### src/rtl/piso_pkg.sv
// rtl/piso_pkg.sv - shared state type and frame-length helper for piso_serializer (PISO_PARITY_EN appends a parity bit)
package piso_pkg;

   typedef enum logic {
      IDLE  = 1'b0,
      SHIFT = 1'b1
   } piso_state_t;

`ifdef PISO_PARITY_EN
   localparam bit PARITY_EN = 1'b1;
`else
   localparam bit PARITY_EN = 1'b0;
`endif

   // Number of bit slots in one frame: the data bits plus an optional parity slot.
   function automatic int frame_len(input int width, input bit parity);
      return parity ? width + 1 : width;
   endfunction

endpackage

### src/rtl/piso_bit_counter.sv
// rtl/piso_bit_counter.sv - frame bit counter with clear, increment and terminal-count flag
module piso_bit_counter #(
   parameter int FRAME_LEN = 8,
   parameter int CNT_W     = $clog2(FRAME_LEN)
) (
   input  logic             clk,
   input  logic             rst_n,
   input  logic             i_clear,
   input  logic             i_inc,
   output logic [CNT_W-1:0] o_count,
   output logic             o_last
);

   logic [CNT_W-1:0] r_count;

   // Clear wins over increment; the count stops at the terminal value so it never passes FRAME_LEN-1.
   always_ff @(posedge clk or negedge rst_n) begin
      if (!rst_n) begin
         r_count <= '0;
      end else if (i_clear) begin
         r_count <= '0;
      end else if (i_inc && !o_last) begin
         r_count <= r_count + CNT_W'(1);
      end
   end

   assign o_count = r_count;
   assign o_last  = (r_count == CNT_W'(FRAME_LEN - 1));

endmodule

### src/rtl/piso_serializer.sv
// rtl/piso_serializer.sv - parallel-in serial-out transmitter with back-to-back frames (PISO_PARITY_EN adds even parity)
module piso_serializer
   import piso_pkg::*;
#(
   parameter int WIDTH     = 8,
   parameter bit LSB_FIRST = 1'b1
) (
   input  logic             clk,
   input  logic             rst_n,
   input  logic             in_valid,
   output logic             in_ready,
   input  logic [WIDTH-1:0] in_data,
   output logic             ser_out,
   output logic             ser_valid,
   output logic             frame_start,
   output logic             busy
);

   localparam int FRAME_LEN = frame_len(WIDTH, PARITY_EN);
   localparam int CNT_W     = $clog2(FRAME_LEN);

   piso_state_t      r_state;
   piso_state_t      w_next_state;
   logic [WIDTH-1:0] r_shift;
   logic             r_ser_out;
   logic             r_ser_valid;
   logic             r_frame_start;

   logic [CNT_W-1:0] w_count;
   logic             w_last;
   logic             w_in_ready;
   logic             w_accept;
   logic             w_clear;
   logic             w_inc;
   logic             w_first_bit;
   logic             w_data_bit;
   logic             w_next_bit;
   logic [WIDTH-1:0] w_load;
   logic [WIDTH-1:0] w_shifted;

   // w_last is only ever true in SHIFT, so IDLE never sees a terminal count.
   assign w_in_ready = (r_state == IDLE) || ((r_state == SHIFT) && w_last);
   assign w_accept   = in_valid && w_in_ready;

   // Counter restarts on every reload and returns to 0 when a frame ends without a follow-on word.
   assign w_clear = w_accept || ((r_state == SHIFT) && w_last);
   assign w_inc   = (r_state == SHIFT);

   piso_bit_counter #(
      .FRAME_LEN (FRAME_LEN),
      .CNT_W     (CNT_W)
   ) u_bit_counter (
      .clk     (clk),
      .rst_n   (rst_n),
      .i_clear (w_clear),
      .i_inc   (w_inc),
      .o_count (w_count),
      .o_last  (w_last)
   );

   // The first bit goes straight to ser_out on accept, so the shift register holds only the bits still to come.
   assign w_first_bit = LSB_FIRST ? in_data[0] : in_data[WIDTH-1];
   assign w_load      = LSB_FIRST ? (in_data >> 1) : (in_data << 1);
   assign w_data_bit  = LSB_FIRST ? r_shift[0] : r_shift[WIDTH-1];
   assign w_shifted   = LSB_FIRST ? (r_shift >> 1) : (r_shift << 1);

`ifdef PISO_PARITY_EN
   logic r_parity;

   // Even parity of the accepted word, held for the slot after the last data bit.
   always_ff @(posedge clk or negedge rst_n) begin
      if (!rst_n) begin
         r_parity <= 1'b0;
      end else if (w_accept) begin
         r_parity <= ^in_data;
      end
   end

   assign w_next_bit = (w_count == CNT_W'(WIDTH - 1)) ? r_parity : w_data_bit;
`else
   logic w_unused_count;

   assign w_next_bit     = w_data_bit;
   assign w_unused_count = ^w_count;
`endif

   // State register.
   always_ff @(posedge clk or negedge rst_n) begin
      if (!rst_n) begin
         r_state <= IDLE;
      end else begin
         r_state <= w_next_state;
      end
   end

   // Next state: enter SHIFT on accept, leave only when the last bit has no follow-on word.
   always_comb begin
      w_next_state = r_state;
      case (r_state)
         IDLE: begin
            if (w_accept) begin
               w_next_state = SHIFT;
            end
         end
         SHIFT: begin
            if (w_last && !w_accept) begin
               w_next_state = IDLE;
            end
         end
         default: w_next_state = IDLE;
      endcase
   end

   // Shift datapath and registered serial outputs; outside a frame everything rests at 0.
   always_ff @(posedge clk or negedge rst_n) begin
      if (!rst_n) begin
         r_shift       <= '0;
         r_ser_out     <= 1'b0;
         r_ser_valid   <= 1'b0;
         r_frame_start <= 1'b0;
      end else begin
         r_ser_valid   <= (w_next_state == SHIFT);
         r_frame_start <= w_accept;
         if (w_accept) begin
            r_shift   <= w_load;
            r_ser_out <= w_first_bit;
         end else if ((r_state == SHIFT) && !w_last) begin
            r_shift   <= w_shifted;
            r_ser_out <= w_next_bit;
         end else begin
            r_shift   <= '0;
            r_ser_out <= 1'b0;
         end
      end
   end

   assign in_ready    = w_in_ready;
   assign ser_out     = r_ser_out;
   assign ser_valid   = r_ser_valid;
   assign frame_start = r_frame_start;
   assign busy        = (r_state == SHIFT);

endmodule

### config.mk
export PLATFORM = sky130hd
export DESIGN_NAME = piso_serializer
export DESIGN_NICKNAME = d
export VERILOG_FILES = /design/src/rtl/piso_pkg.sv /design/src/rtl/piso_bit_counter.sv /design/src/rtl/piso_serializer.sv
export SDC_FILE = /design/constraint.sdc
export NUM_CORES = 1
export LEC_CHECK = 0
export CAP_MARGIN = 20
export CORE_AREA = 2 2 39 41
export DETAILED_ROUTE_END_ITERATION = 16
export DIE_AREA = 0 0 41 43
export MAX_ROUTING_LAYER = met4
export PLACE_DENSITY = 0.84
export SYNTH_ARGS = -nofsm -noshare
export SYNTH_HDL_FRONTEND = slang
export SYNTH_SLANG_ARGS = --single-unit
### constraint.sdc
create_clock -name clk -period 2.4 [get_ports clk]
set_input_delay 0.48 -clock clk [delete_from_list [all_inputs] [get_ports clk]]
set_output_delay 0.48 -clock clk [all_outputs]
set_load 0.01 [all_outputs]
* Word-level counts from Yosys, hierarchy flattened *
Cells that the tools add are included.

cells by class
  bitwise operators = 1
  muxes and demuxes = 9
  equal/unequal tests = 1
  $add $sub $neg = 1
  reductions and logical operators = 9

operator list
  kind                 count
  $mux 8               1
  $mux 7               1
  $mux 3               2
  $logic_and 1x1->1    4
  $mux 1               4
  $add 3x1->3 const B  1
  $eq 3x3->1 const B   1
  $logic_not 1->1      2
  $logic_or 1x1->1     2
  $pmux 1 s2           1
  $reduce_bool 2->1    1
  $not 1->1            1

storage, ports and cells
  bits in registers = 14
  word-level logic and storage cells = 26
  output and inout bits = 5
  input bits = 11

* Longest topological paths before layout *
Gate-level depths: netlist of the first run.

  depth in word-level cells = 8
  gate-level depth with buffers = 5
  gate-level depth less buffers = 5

* Modules after synthesis *
A second synthesis of the first run with hierarchy kept.

unflattened totals
  cells, all modules = 55
  area total of the unflattened synthesis = 619.3 um^2

modules (own cells, without submodules)
  module            area each (um^2)  instances  seq. area each (um^2)  cells each
  piso_serializer   435.4             1          250.2                  40
  piso_bit_counter  183.9             1          75.1                   15

* Worst setup path after synthesis of the first run *
Ideal clock, no wire load.

  kind = register to output
  start point = register u_bit_counter.r_count[0], in the netlist u_bit_counter.o_count[0]
  end point = output in_ready
  data required time = 1920 ps
  path slack = 906 ps
  arrival time = 1014 ps
  buffers on the path = 0
  cell stages (with the launch flop) = 5
  cells stage by stage = dfrtp_1 -> ha_1 -> ha_1 -> nor2b_4 -> inv_1

between the ends
  longest elaborated chain between the ends = 3

ends and longest elaborated chain
  element                 line                    text
  start, declared         piso_bit_counter.sv:14  logic [CNT_W-1:0] r_count;
  start signal, assigned  piso_bit_counter.sv:23  r_count <= r_count + CNT_W'(1);
  $eq 3x3->1              piso_bit_counter.sv:28  assign o_last = (r_count == CNT_W'(FRAME_LEN - 1));
  $logic_and 1x1->1       piso_serializer.sv:42   assign w_in_ready = (r_state == IDLE) || ((r_state == SHIFT) && w_last);
  $logic_or 1x1->1        piso_serializer.sv:42
  end, declared           piso_serializer.sv:11   output logic in_ready,

Every way passes these cells.

* Worst setup path in the final report of the first run *
Same ends and word-level chain as after synthesis.

==> impl_metrics.csv, run 1 <==
group,metric,value,unit
status,status,"finished, final reports clean",
yosys,synth_top_area_share,57.1,%
yosys,synth_sequential_area_ratio,57.1,%
global_route,grt_util_met1,19.5,%
yosys,synth-adder-area-share,4.40,%
yosys,synth.largest_area_cell,"sky130_fd_sc_hd__dfrtp_1",
floorplanning,die_h,43,um
setup_path,required,1.92,ns
floorplanning,io-pin-count,16,
global_route,first_global_vias,360,
routing,postRouteAntennaNets,0,
yosys,yosys.cell_count.top_type,"sky130_fd_sc_hd__dfrtp_1",
yosys,synth-xor-area-share,0,%
yosys,yosys.area_share.simple,20.2,%
sta,timing.setup.tns,0,ns
setup_path,critPathLaunchType,"flop",
placed_design,place_congestion,0.733,
sta,timing.final.crit_share,94.7,%
global_route,met3_usage,3.14,%
clocking,max-clock-path-buffers,2,
global_route,grt_antenna_before_repair,0,
floorplanning,number_of_core_rows,14,
yosys,synth-main-ff-cell,"sky130_fd_sc_hd__dfrtp_1",
yosys,edff_count_synth,0,
clocking,cts_made_buffers,3,
worst_hold_path,holdCritPathClass,"reg2reg",
sta,clock-skew-final,0.000385,ns
yosys,synth.ff_latch_count,13,
yosys,synth.avg_cell_area,11.6,um2
clocking,clock_transition_at_the_registers_of_the_reported_paths,0.07,ns
sta,rsz0062_at_grt,"false",
floorplanning,floorplan.die_area,1760,um2
flow_run,timing.max_cap.violations,0,
sta,setup_violations,0,
pwr,power.density,1020,nW/um2
yosys,mappedNetlistArea,569,um2
setup_path,worst-endpoint-arrival,1.79,ns
clocking,tritoncts,"yes",
routing,avgViaCountPerCell,4.85,
floorplanning,core_area,1380,um2
global_route,grt_max_degree,14,
routing,drt_iter0_drc,3,
yosys,synthesis.yosys.warnings,0,
yosys,netlist_instances,49,
clocking,ctsHtreeMaxLevel,1,
sta,worst_slew_margin_rel,60.9,%
global_route,first_pass_grt_wire_length,1.57,mm
layout,area_of_all_placed_cells_without_fillers,742,um2
floorplanning,fp.dieW,41,um
yosys,combinational_family_with_the_most_area_after_synthesis,"simple AND/OR/NAND/NOR gates",
routing,post-route-drc-count,0,
yosys,synth_compound_gate_area_share,9.67,%
sta,period_needed,2.27,ns
floorplanning,start_util,41.1,%
yosys,yosys.cell_types.count,16,
yosys,synthTopCellsByCount,"13 x sky130_fd_sc_hd__dfrtp_1, 7 x sky130_fd_sc_hd__nand2_1, 7 x sky130_fd_sc_hd__nand3b_1, 7 x sky130_fd_sc_hd__o21ai_0",
routing,via_count,393,
sta,worst_pin_slew,0.585,ns
clocking,clockRootBuffer,"sky130_fd_sc_hd__clkbuf_4",
yosys,muxShareOfSynthArea,1.98,%
routing,wire_per_inst,12.7,um
layout,synth_to_layout_area_growth,30.3,%
setup_path,endpoint_kind,"output port",
setup_path,critical_path_class,"reg2out",
setup_path,critPathMaxFanout,8,
global_route,grt_most_used_layer,"met1",
layout,antennaDiodeCount,0,
global_route,grt_util_met2,17.5,%
clocking,clock_latency_on_the_worst_skew_pair,0.27,ns
pwr,irDropWorstVdd,0.000437,V
layout,num-fill-cells,145,
yosys,synthTopCellsByArea,"sky130_fd_sc_hd__dfrtp_1 57%, sky130_fd_sc_hd__nand3b_1 9.2%, sky130_fd_sc_hd__o21ai_0 6.2%",
routing,first_pass_iters,2,
yosys,mappedNetlistNets,62,
sta,maxClockFrequency,0.440,GHz
placed_design,io_buffer_count,15,
placed_design,placedInstanceArea,706,um2
layout,layout.nets,79,
global_route,global_route.usage.total,15.0,%
pwr,total_power,0.760,mW
global_route,grt_overflow,0,
yosys,async_reset_ff_share,100,%
routing,wl,1.03,mm
sta,slew_violations,0,
layout,drive_gt1_share,13.8,%
clocking,clock-sinks,13,
pwr,power.leakage,0.339,nW
sta,finalHoldViolCount,0,
==> sequential cells by signal, indices dropped and copies added, names as in the netlist <==
register               cells
r_shift                    7
u_bit_counter.o_count      3
busy                       1
frame_start                1
ser_out                    1
==> routing by layer <==
metal	routed length [um]	vias to the layer above
met3	62	2
li1	-	198
met1	486	182
met5	0	-
met4	19	0
met2	458	11
==> final cells by class <==
type / count / area, um2 / share of cell area, %
tap: 16 / 20.0 / 2.70
timing repair buffer: 16 / 158 / 21.2
multi-input combinational: 31 / 209 / 28.2
clock buffer: 4 / 26.3 / 3.54
sequential: 13 / 325 / 43.8
inverter: 1 / 3.75 / 0.506
==> worst max-delay path: stages, from the launching register on <==
cell and delay, ns:
sky130_fd_sc_hd__dfrtp_1 0.39, sky130_fd_sc_hd__ha_1 0.20, sky130_fd_sc_hd__ha_2 0.22, sky130_fd_sc_hd__nor2b_4 0.15, sky130_fd_sc_hd__inv_1 0.09, sky130_fd_sc_hd__clkdlybuf4s50_1 0.48
==> final timing paths <==
check                                          from                  endpoint  slack [ns]  depth (start not counted)
max reg2reg                u_bit_counter.o_count[0]  u_bit_counter.o_count[0]        1.05                          5
min                                      r_shift[0]                   ser_out        0.50                          2
min reg2reg                              r_shift[0]                   ser_out        0.50                          2
max                        u_bit_counter.o_count[0]                  in_ready        0.13                          5
min in group asynchronous                     rst_n                r_shift[1]        0.58                          1
max in group asynchronous                     rst_n                r_shift[0]        1.44                          1
==> repair_timing <==
action / CTS / global route
setup buffers: 1 / 0
cloned: 0 / 0
gates resized for setup: 0 / 1
setup endpoints to repair: 1 / 1
pin swaps: 0 / 0
endpoints found under the hold margin: 0 / 0
hold buffers: 0 / 0
==> layout by cell type (no fill, tap or decap) <==
cell / n
sky130_fd_sc_hd__a22o_2: 2
sky130_fd_sc_hd__and2_1: 1
sky130_fd_sc_hd__and3_1: 1
sky130_fd_sc_hd__buf_4: 1
sky130_fd_sc_hd__clkbuf_1: 1
sky130_fd_sc_hd__clkbuf_4: 3
sky130_fd_sc_hd__clkdlybuf4s50_1: 15
sky130_fd_sc_hd__dfrtp_1: 13
sky130_fd_sc_hd__ha_1: 1
sky130_fd_sc_hd__ha_2: 1
sky130_fd_sc_hd__inv_1: 1
sky130_fd_sc_hd__mux2_2: 1
sky130_fd_sc_hd__nand2_1: 7
sky130_fd_sc_hd__nand2b_1: 1
sky130_fd_sc_hd__nand3b_1: 7
sky130_fd_sc_hd__nor2_1: 1
sky130_fd_sc_hd__nor2b_4: 1
sky130_fd_sc_hd__o21ai_0: 7
==> logic make-up after synthesis <==
| logic type | Yosys count |
|---|---|
| compound gates | 9 |
| flops | 13 |
| simple gates | 19 |
| fa+ha+maj | 2 |
| mux | 1 |
| buf+inv | 5 |
==> power by group <==
part / leakage [nW] / internal [mW] / switching (mW)
sequential: 0.167 / 0.297 / 0.0426
clock: 0.0150 / 0.0644 / 0.0645
combinational: 0.157 / 0.175 / 0.115
total: 0.339 / 0.537 / 0.222
==> per-stage QoR <==
stage	util (%)	hold WS, ns	setup slack, ns	cells
final	53.6	0.497	0.127	81
after CTS	53.4	0.502	0.0412	81
after detailed placement	51.0	0.473	0.236	76
after floorplan	-	0.184	0.906	49
after global routing	53.6	0.539	0.0261	81
after global placement	51.0	0.480	0.273	76
Note: power is estimated with default switching activity, not from simulation.
==> run 2, diff against run 1 <==
Settings changed: CAP_MARGIN 20 to unset, MAX_ROUTING_LAYER met4 to unset.
==> results of run 2 <==
Same layout as run 1: the final DEF is identical, and so are final timing and power.
Among the figures that moved: final weighted congestion in routability-driven placement 0.733 -> 0.724; overall routing resource usage 15.0% -> 14.6%
==> run 3, diff against run 2 <==
Settings changed: CELL_PAD_IN_SITES_DETAIL_PLACEMENT set to 0, CELL_PAD_IN_SITES_GLOBAL_PLACEMENT set to 1, CORE_AREA 2 2 39 41 to unset, CORE_UTILIZATION set to 37, DIE_AREA 0 0 41 43 to unset, PLACE_DENSITY 0.84 to 0.91.
==> impl_metrics.csv, run 3 (synthesis gave the netlist of run 1 again) <==
group,metric,value,unit
status,status,"finished, final reports clean",
floorplanning,number_of_core_rows,13,
floorplanning,io-pin-count,16,
global_route,grt_max_degree,14,
layout,drive_gt1_share,13.8,%
setup_path,required,1.92,ns
setup_path,timing.critical_path.from,"u_bit_counter.o_count[0]",
global_route,first_global_vias,379,
clocking,clock-sinks,13,
sta,timing.final.crit_share,93.8,%
sta,setup_violations,0,
routing,wl,990,um
pwr,power.leakage,0.339,nW
placed_design,io_buffer_count,15,
pwr,power.switching_fraction,29.5,%
layout,layout_commonest_cell,"sky130_fd_sc_hd__clkdlybuf4s50_1",
flow_run,timing.max_cap.violations,0,
floorplanning,start_util,41.7,%
pwr,cell_internal_pwr,0.539,mW
layout,num-fill-cells,140,
sta,period_needed,2.25,ns
layout,antennaDiodeCount,0,
setup_path,critical-path-top-delay-family,"buffers and inverters",
layout,number_of_flip_flops_in_the_largest_register,7,
global_route,first_pass_grt_wire_length,1.61,mm
floorplanning,die_h,41.2,um
global_route,grt_overflow,0,
sta,slew_violations,0,
pwr,total_power,0.765,mW
pwr,power.density,1030,nW/um2
setup_path,critPathSlowestCell,"sky130_fd_sc_hd__clkdlybuf4s50_1",
pwr,net-switching-power,0.226,mW
layout,final_cell_mix,"15 x sky130_fd_sc_hd__clkdlybuf4s50_1, 13 x sky130_fd_sc_hd__dfrtp_1, 7 x sky130_fd_sc_hd__nand2_1, 7 x sky130_fd_sc_hd__nand3b_1, 7 x sky130_fd_sc_hd__o21ai_0",
routing,drt_iter0_drc,1,
pwr,share_seq_of_total_power,44.3,%
floorplanning,floorplan.die_area,1700,um2
clocking,clockRootBuffer,"sky130_fd_sc_hd__clkbuf_4",
setup_path,cpPeakStageDelay,0.47,ns
setup_path,critPathMaxFanout,8,
setup_path,critPathLaunchType,"flop",
sta,timing.setup.tns,0,ns
layout,largest_register,"r_shift",
worst_hold_path,holdCritStartpoint,"r_shift[4]",
sta,finalHoldViolCount,0,
clocking,clock_transition_at_the_registers_of_the_reported_paths,0.08,ns
routing,via_count,392,
pwr,power.combinational.fraction,38.5,%
setup_path,critical_path_class,"reg2out",
pwr,clock_power_share,17.2,%
routing,wire_per_inst,12.4,um
setup_path,worstReg2RegStart,"u_bit_counter.o_count[0]",
pwr,irDropWorstVdd,0.000566,V
setup_path,endpoint_kind,"output port",
setup_path,worst-endpoint-arrival,1.77,ns
setup_path,worstPathBufferInverterCount,2,
clocking,hold_fix_buffers_cts,0,
routing,postRouteAntennaNets,0,
floorplanning,core_area,1370,um2
sta,clock-skew-final,0.00648,ns
clocking,max-clock-path-buffers,2,
routing,avgViaCountPerCell,4.90,
sta,maxClockFrequency,0.444,GHz
sta,worst_slew_margin_rel,61.7,%
layout,layout.nets,79,
clocking,tritoncts,"yes",
clocking,clock_latency_on_the_worst_skew_pair,0.27,ns
placed_design,place_congestion,0.669,
layout,synth_to_layout_area_growth,30.1,%
setup_path,worst_setup_slack_for_register_to_register_paths,1.01,ns
routing,post-route-drc-count,0,
sta,worst_pin_slew,0.573,ns
sta,rsz0062_at_grt,"false",
routing,first_pass_iters,2,
clocking,ctsHtreeMaxLevel,1,
setup_path,critical_path.cell_chain,"ha_1 -> ha_2 -> nor2b_4 -> inv_1 -> clkdlybuf4s50_1",
placed_design,dp_hpwl,704,um
clocking,cts_made_buffers,3,
worst_hold_path,holdCritPathClass,"reg2reg",
floorplanning,fp.dieW,41.2,um
global_route,grt_antenna_before_repair,0,
global_route,global_route.usage.total,15.8,%
layout,final_core_utilization,54.2,%
run 3: cell counts in the layout (fill, tap and decap cells not counted):
No cell type changed its count.
run 3: worst register-to-register path: cells and delay by family, from the launching register on:
family,cells,cell delay [ns]
multiplexers,1,0.26
adder cells (fa/ha/maj),2,0.45
buffers and inverters,1,0.16
flip-flops,1,0.37
AND/OR/NAND/NOR,1,0.06
run 3: final cells by class:
cell class / instances / area [um2] / area share (%)
flip-flops and latches: 13 / 325 / 43.9
multi-input cells: 31 / 209 / 28.2
repair buffers: 16 / 158 / 21.3
clock buffers: 4 / 26.3 / 3.55
well taps: 15 / 18.8 / 2.53
inverters: 1 / 3.75 / 0.507
run 3: repair_timing:
item	in CTS	in global routing
setup endpoints to repair	0	1
setup buffers	0	0
gates resized for setup	0	1
run 3: routing by layer:
layer | GRT usage [%] | wire length (um) | vias up
met1 | 16.2 | 443 | 184
met2 | 26.6 | 482 | 11
li1 | - | - | 195
met3 | 6.52 | 38 | 2
met5 | 0 | 0 | -
met4 | 9.68 | 25 | 0
run 3: path summary, 6_finish.rpt:
check,end,cells past startpoint
setup / recovery,in_ready,5
hold / removal,r_shift[3],2
min in group asynchronous,r_shift[0],1
setup reg to reg,u_bit_counter.o_count[0],5
hold reg to reg,r_shift[3],2
max in group asynchronous,u_bit_counter.o_count[1],1
run 3: metrics by stage:
stage	setup WS, ns	instances	area [um2]	hold slack [ns]
3_5_place_dp	0.375	76	712	0.478
6_report	0.149	80	741	0.483
2_1_floorplan	0.906	49	569	0.184
3_3_place_gp	0.417	76	712	0.470
4_1_cts	0.0661	80	738	0.493
5_1_grt	0.0553	80	741	0.524
run 3: power groups by stage:
stage | clock network [mW] | registers (mW) | logic, mW
3_5_place_dp | 0 | 0.342 | 0.296
3_3_place_gp | 0 | 0.339 | 0.284
4_1_cts | 0.136 | 0.338 | 0.297
6_report | 0.132 | 0.339 | 0.295
2_1_floorplan | 0 | 0.333 | 0.210
5_1_grt | 0.145 | 0.348 | 0.329
